$ cat src/rtl/adc_spi_reader.sv
`default_nettype none
// ============================================================================
//  Module      : adc_spi_reader
//  Description : Periodic reader for a CNV-triggered 16-bit serial ADC.
//                A free-running sample timer issues a tick every
//                SAMPLE_PERIOD cycles while enabled. Each tick starts one
//                transaction: CONVERT, then SHIFT, then DONE. CONVERT holds
//                adc_cnv high. SHIFT clocks 16 bits out of the ADC, MSB first.
//                DONE publishes the word with a one-cycle valid pulse.
//                A tick that arrives while a transaction is in flight is
//                dropped and raises the sticky sample_miss flag.
//  Revision    : 1.0 - initial release
// ----------------------------------------------------------------------------
//  Ports
//    clk            in   system clock, rising edge
//    rstn           in   asynchronous active-low reset
//    enable         in   level, high permits sampling
//    clear_err      in   level, clears sample_miss
//    adc_sdo        in   ADC serial data, MSB first
//    adc_cnv        out  conversion start
//    adc_cs_n       out  ADC chip select, active low
//    adc_sclk       out  serial clock, idles low
//    adc_data[15:0] out  last completed sample
//    adc_data_valid out  one-cycle pulse when adc_data updates
//    busy           out  transaction in progress
//    sample_miss    out  sticky overrun flag
// ============================================================================
module adc_spi_reader #(
    parameter int CLK_DIV       = 4,
    parameter int CONV_CYCLES   = 50,
    parameter int SAMPLE_PERIOD = 1000
) (
    input  logic        clk,
    input  logic        rstn,
    input  logic        enable,
    input  logic        clear_err,
    input  logic        adc_sdo,
    output logic        adc_cnv,
    output logic        adc_cs_n,
    output logic        adc_sclk,
    output logic [15:0] adc_data,
    output logic        adc_data_valid,
    output logic        busy,
    output logic        sample_miss
);

    localparam int CONV_W = $clog2(CONV_CYCLES + 1);
    localparam int DIV_W  = $clog2(CLK_DIV);

    localparam logic [15:0]       C_TIMER_LAST = 16'(SAMPLE_PERIOD - 1);
    localparam logic [CONV_W-1:0] C_CONV_LAST  = CONV_W'(CONV_CYCLES - 1);
    localparam logic [DIV_W-1:0]  C_DIV_LAST   = DIV_W'(CLK_DIV - 1);
    localparam logic [4:0]        C_HALF_LAST  = 5'd31;

    typedef enum logic [1:0] {
        ST_IDLE    = 2'd0,
        ST_CONVERT = 2'd1,
        ST_SHIFT   = 2'd2,
        ST_DONE    = 2'd3
    } state_t;

    state_t             state_q;
    logic [15:0]        timer_q, timer_d;
    logic               tick_q, tick_d;
    logic [CONV_W-1:0]  conv_cnt_q;
    logic [DIV_W-1:0]   div_cnt_q;
    logic [4:0]         half_cnt_q;
    logic [15:0]        shift_q;
    logic [15:0]        data_q;
    logic               valid_q;
    logic               cnv_q;
    logic               cs_n_q;
    logic               sclk_q;
    logic               miss_q;

    // Sample timer. The tick is registered so that a tick seen in cycle T
    // starts CONVERT in cycle T+1, and the first tick lands SAMPLE_PERIOD
    // cycles after enable is first sampled high.
    always_comb begin
        timer_d = timer_q;
        tick_d  = 1'b0;
        if (!enable) begin
            timer_d = 16'd0;
        end else if (timer_q == C_TIMER_LAST) begin
            timer_d = 16'd0;
            tick_d  = 1'b1;
        end else begin
            timer_d = timer_q + 16'd1;
        end
    end

    always_ff @(posedge clk or negedge rstn) begin
        if (!rstn) begin
            timer_q <= 16'd0;
            tick_q  <= 1'b0;
            miss_q  <= 1'b0;
        end else begin
            timer_q <= timer_d;
            tick_q  <= tick_d;
            // Overrun set takes priority over a simultaneous clear.
            if (tick_q && (state_q != ST_IDLE)) begin
                miss_q <= 1'b1;
            end else if (clear_err) begin
                miss_q <= 1'b0;
            end
        end
    end

    // Transaction FSM with registered ADC-facing outputs.
    always_ff @(posedge clk or negedge rstn) begin
        if (!rstn) begin
            state_q    <= ST_IDLE;
            conv_cnt_q <= '0;
            div_cnt_q  <= '0;
            half_cnt_q <= 5'd0;
            shift_q    <= 16'd0;
            data_q     <= 16'd0;
            valid_q    <= 1'b0;
            cnv_q      <= 1'b0;
            cs_n_q     <= 1'b1;
            sclk_q     <= 1'b0;
        end else begin
            valid_q <= 1'b0;
            case (state_q)
                ST_IDLE: begin
                    if (tick_q && enable) begin
                        state_q    <= ST_CONVERT;
                        cnv_q      <= 1'b1;
                        conv_cnt_q <= '0;
                    end
                end
                ST_CONVERT: begin
                    if (conv_cnt_q == C_CONV_LAST) begin
                        state_q    <= ST_SHIFT;
                        cnv_q      <= 1'b0;
                        cs_n_q     <= 1'b0;
                        sclk_q     <= 1'b0;
                        div_cnt_q  <= '0;
                        half_cnt_q <= 5'd0;
                    end else begin
                        conv_cnt_q <= conv_cnt_q + CONV_W'(1);
                    end
                end
                ST_SHIFT: begin
                    if (div_cnt_q == C_DIV_LAST) begin
                        div_cnt_q  <= '0;
                        sclk_q     <= ~sclk_q;
                        half_cnt_q <= half_cnt_q + 5'd1;
                        // Capture on the edge that takes adc_sclk from 1 to 0.
                        if (sclk_q) begin
                            shift_q <= {shift_q[14:0], adc_sdo};
                        end
                        // The 32nd toggle is always a falling one, so the
                        // 16th bit is folded straight into the output word.
                        if (half_cnt_q == C_HALF_LAST) begin
                            state_q <= ST_DONE;
                            cs_n_q  <= 1'b1;
                            data_q  <= {shift_q[14:0], adc_sdo};
                            valid_q <= 1'b1;
                        end
                    end else begin
                        div_cnt_q <= div_cnt_q + DIV_W'(1);
                    end
                end
                ST_DONE: begin
                    state_q <= ST_IDLE;
                end
                default: begin
                    state_q <= ST_IDLE;
                end
            endcase
        end
    end

    assign adc_cnv        = cnv_q;
    assign adc_cs_n       = cs_n_q;
    assign adc_sclk       = sclk_q;
    assign adc_data       = data_q;
    assign adc_data_valid = valid_q;
    assign busy           = (state_q != ST_IDLE);
    assign sample_miss    = miss_q;

endmodule
`default_nettype wire

$ cat config.mk
export PLATFORM = sky130hd
export DESIGN_NAME = adc_spi_reader
export DESIGN_NICKNAME = d
export VERILOG_FILES = /design/src/rtl/adc_spi_reader.sv
export SDC_FILE = /design/constraint.sdc
export NUM_CORES = 1
export LEC_CHECK = 0
export ABC_AREA = 0
export CORE_UTILIZATION = 57
export CTS_CLUSTER_SIZE = 8
export DETAILED_ROUTE_END_ITERATION = 8
export GPL_ROUTABILITY_DRIVEN = 0
export MAX_ROUTING_LAYER = met4
export PLACE_DENSITY_LB_ADDON = 0.1
export REMOVE_ABC_BUFFERS = 1
export SYNTH_ARGS = -nofsm -noshare
export SYNTH_HDL_FRONTEND = slang
export SYNTH_SLANG_ARGS = --single-unit
$ cat constraint.sdc
create_clock -name clk -period 2.2 [get_ports clk]
set_input_delay 0.33 -clock clk [delete_from_list [all_inputs] [get_ports clk]]
set_output_delay 0.33 -clock clk [all_outputs]
set_load 0.01 [all_outputs]
==> results.json <==
{
  "place_ws_ns": 0.254,
  "max_stage_delay_ns": 0.54,
  "postCtsSetupBuffers": 0,
  "clock_latency_ns": 0.34,
  "syn_area_mm2": 0.00305,
  "synth_flop_cell": "dfrtp_1",
  "power_density_mw_per_mm2": 917,
  "power_frac_clock_pct": 36.5,
  "track_usage_pct": 21.7,
  "p_leak_uw": 0.00171,
  "cp-end-kind": "output pin",
  "violations": "negative hold slack",
  "synthCells": 259,
  "drive_gt1_share_pct": 22.6,
  "p_comb_share_pct": 20.5,
  "cts_hold_buffers": 0,
  "io_buffers": 26,
  "cts.clk_slew.worst_paths_ns": 0.07,
  "place_inst": 355,
  "drc_errors": 0,
  "maxCapViolCount": 0,
  "syn_avg_cell_area_um2": 11.8,
  "fin_ws_ns": 0.177,
  "fin_crit_ns": 2.02,
  "drt.antenna.violating_nets": 0,
  "initial_core_util_pct": 59.4,
  "cts_sinks": 68,
  "switching_power_uw": 964,
  "num_rows": 26,
  "hold_violations": 1,
  "hold-worst-slack_ns": -0.000236,
  "critPathMaxFanout": 4,
  "ir_drop_mv": 0.498,
  "drt-pass1-iter-count": 4,
  "synthToLayoutAreaGrowth_pct": 20.4,
  "vias_per_cell": 5.54,
  "crit_path_cell_trace": "inv_1 > ha_1 > inv_1 > clkdlybuf4s50_1",
  "slowest_stage": "clkdlybuf4s50_1",
  "final_common_cell": "dfrtp_1",
  "fin_cells": 371,
  "grt_pass1_wl_um": 8830,
  "rsz0062_at_grt": "no",
  "ctsResizeCount": 0,
  "grt_max_degree": 69,
  "clockRootBuffer": "clkbuf_8",
  "drt-total-wl_um": 5280,
  "totalNegativeSetupSlack_ns": 0,
  "avgRoutedWirePerCell_um": 14.2,
  "synth_seq_area_share_pct": 55.8,
  "p_int_uw": 2410,
  "seq_power_share_pct": 42.9,
  "cts_max_path_buffers": 2,
  "swShare_pct": 28.6,
  "grt_pass1_vias": 1982,
  "fin_crit_sh_pct": 92.0,
  "critPathBufInv": 3,
  "path_common_cell": "inv_1",
  "dieWidth_um": 75.2,
  "hold_class": "input port to asynchronous set/reset pin",
  "fp.dieH_um": 75.2,
  "drt_iter0_drc": 63,
  "synth_area_leaders": "dfrtp_1, mux2_2, ha_1",
  "async_flop_share_pct": 100,
  "ys_ff_latch": 68,
  "yosys.area.top_type": "dfrtp_1",
  "core-area_mm2": 0.00514,
  "fmax_ghz": 0.494,
  "drv_slew": 0,
  "cts_buffers": 9,
  "nets": 311,
  "required_ns": 1.87,
  "cts_tree": "yes",
  "ys_warn_count": 0,
  "antenna_found_initial": 0,
  "slew_headroom_pct": 48.0,
  "diodes": 0,
  "cp-start-kind": "flip-flop",
  "htreeDepth": 3,
  "status": "finished, violations left",
  "ios": 27,
  "grt-ovfl-total": 0,
  "setup_viol_count_final": 0,
  "worst_slew_pin_slew_ns": 0.777,
  "vias": 2056,
  "synth_edf_count": 0,
  "yosysTopAreaCellShare_pct": 54.9,
  "synth_cell_type_count": 41,
  "finClkSkew_ns": 0.00820,
  "hpwlAfterDp_um": 3490,
  "dieArea_mm2": 0.00566,
  "fillers": 386,
  "critPathArrivalTime_ns": 1.69,
  "critical_path_class": "flip-flop to output pin",
  "final_cell_mix": "dfrtp_1, mux2_2, clkdlybuf4s50_1, nand3_1, nand2_1",
  "critical-path-top-delay-family": "buffers and inverters"
}
## synthesized netlist by cell type, types with 4 or more instances
cell and number:
a22o_1 4, clkbuf_1 5, dfrtp_1 67, ha_1 10, inv_1 10, mux2_2 33, nand2_1 19, nand3_1 20
nand4_1 6, nor2_1 17, nor4_1 5, o21ai_0 6, o31ai_1 4, xnor2_1 9, xor2_1 4
## worst reg2reg max path, cell delays in order (launching register included)
cell and delay, ns:
dfrtp_1 0.41, inv_1 0.07, ha_1 0.16, nand4b_1 0.17, a2bb2oi_1 0.28, or4b_2 0.69
nand3_1 0.10
## path summary, 6_finish.rpt
check	start	endpoint	slack (ns)	cells after the start
max reg2reg	conv_cnt_q[1]	half_cnt_q[2]	0.27	6
min reg2reg	timer_q[0]	timer_q[0]	0.49	1
max	state_q[0]	busy	0.18	4
max in group asynchronous	rstn	adc_cs_n	1.88	2
min	rstn	conv_cnt_q[2]	-0.0002	2
min in group clk	timer_q[0]	timer_q[0]	0.49	1
## per-layer routing
metal | vias up | share of wire (%) | GRT usage, %
met2 | 26 | 47 | 33.8
met1 | 1019 | 48 | 27.7
met3 | 8 | 2.7 | 3.75
li1 | 1003 | - | -
met5 | - | 0 | -
met4 | 0 | 1.9 | 10.5
## per-stage QoR
step	power, µW	utilization (%)	cell area [µm²]
after detailed placement	2170	66.9	3440
final	3370	71.6	3680
after CTS	3410	71.6	3680
after global routing	3540	71.6	3680
after floorplan	1890	-	3020
after global placement	2140	66.9	3440
## cells by family after synthesis
| logic type | Yosys count | share of synthesized area [%] |
|---|---|---|
| compound gates | 26 | 6.31 |
| xor+xnor | 13 | 3.73 |
| fa+ha+maj | 10 | 4.10 |
| buf+inv | 19 | 2.50 |
| flops | 68 | 55.8 |
| mux | 33 | 12.2 |
| simple gates | 90 | 15.4 |
## sequential cells by signal (all words and copies together), names as in the netlist, 2 cells and up
| name | count |
|---|---|
| div_cnt_q | 2 |
| timer_q | 16 |
| adc_data | 16 |
| shift_q | 15 |
| half_cnt_q | 5 |
| state_q | 2 |
| conv_cnt_q | 6 |
## layout make-up
class | instances | area [µm²] | share of cell area [%]
Clock buffer | 10 | 128 | 3.47
Inverter | 10 | 37.5 | 1.02
Timing Repair Buffer | 35 | 335 | 9.12
Tap cell | 70 | 87.6 | 2.38
Multi-Input combinational cell | 172 | 1270 | 34.7
Sequential cell | 68 | 1700 | 46.3
Clock inverter | 6 | 113 | 3.06
## power by group through the flow
stage               sequential, µW  clock, µW  combinational (µW)
floorplan                     1450          0                 441
global placement              1470          0                 676
detailed placement            1470          0                 697
CTS                           1450       1250                 703
global route                  1460       1300                 773
finish                        1450       1230                 693
(Power assumes the default switching activity.)
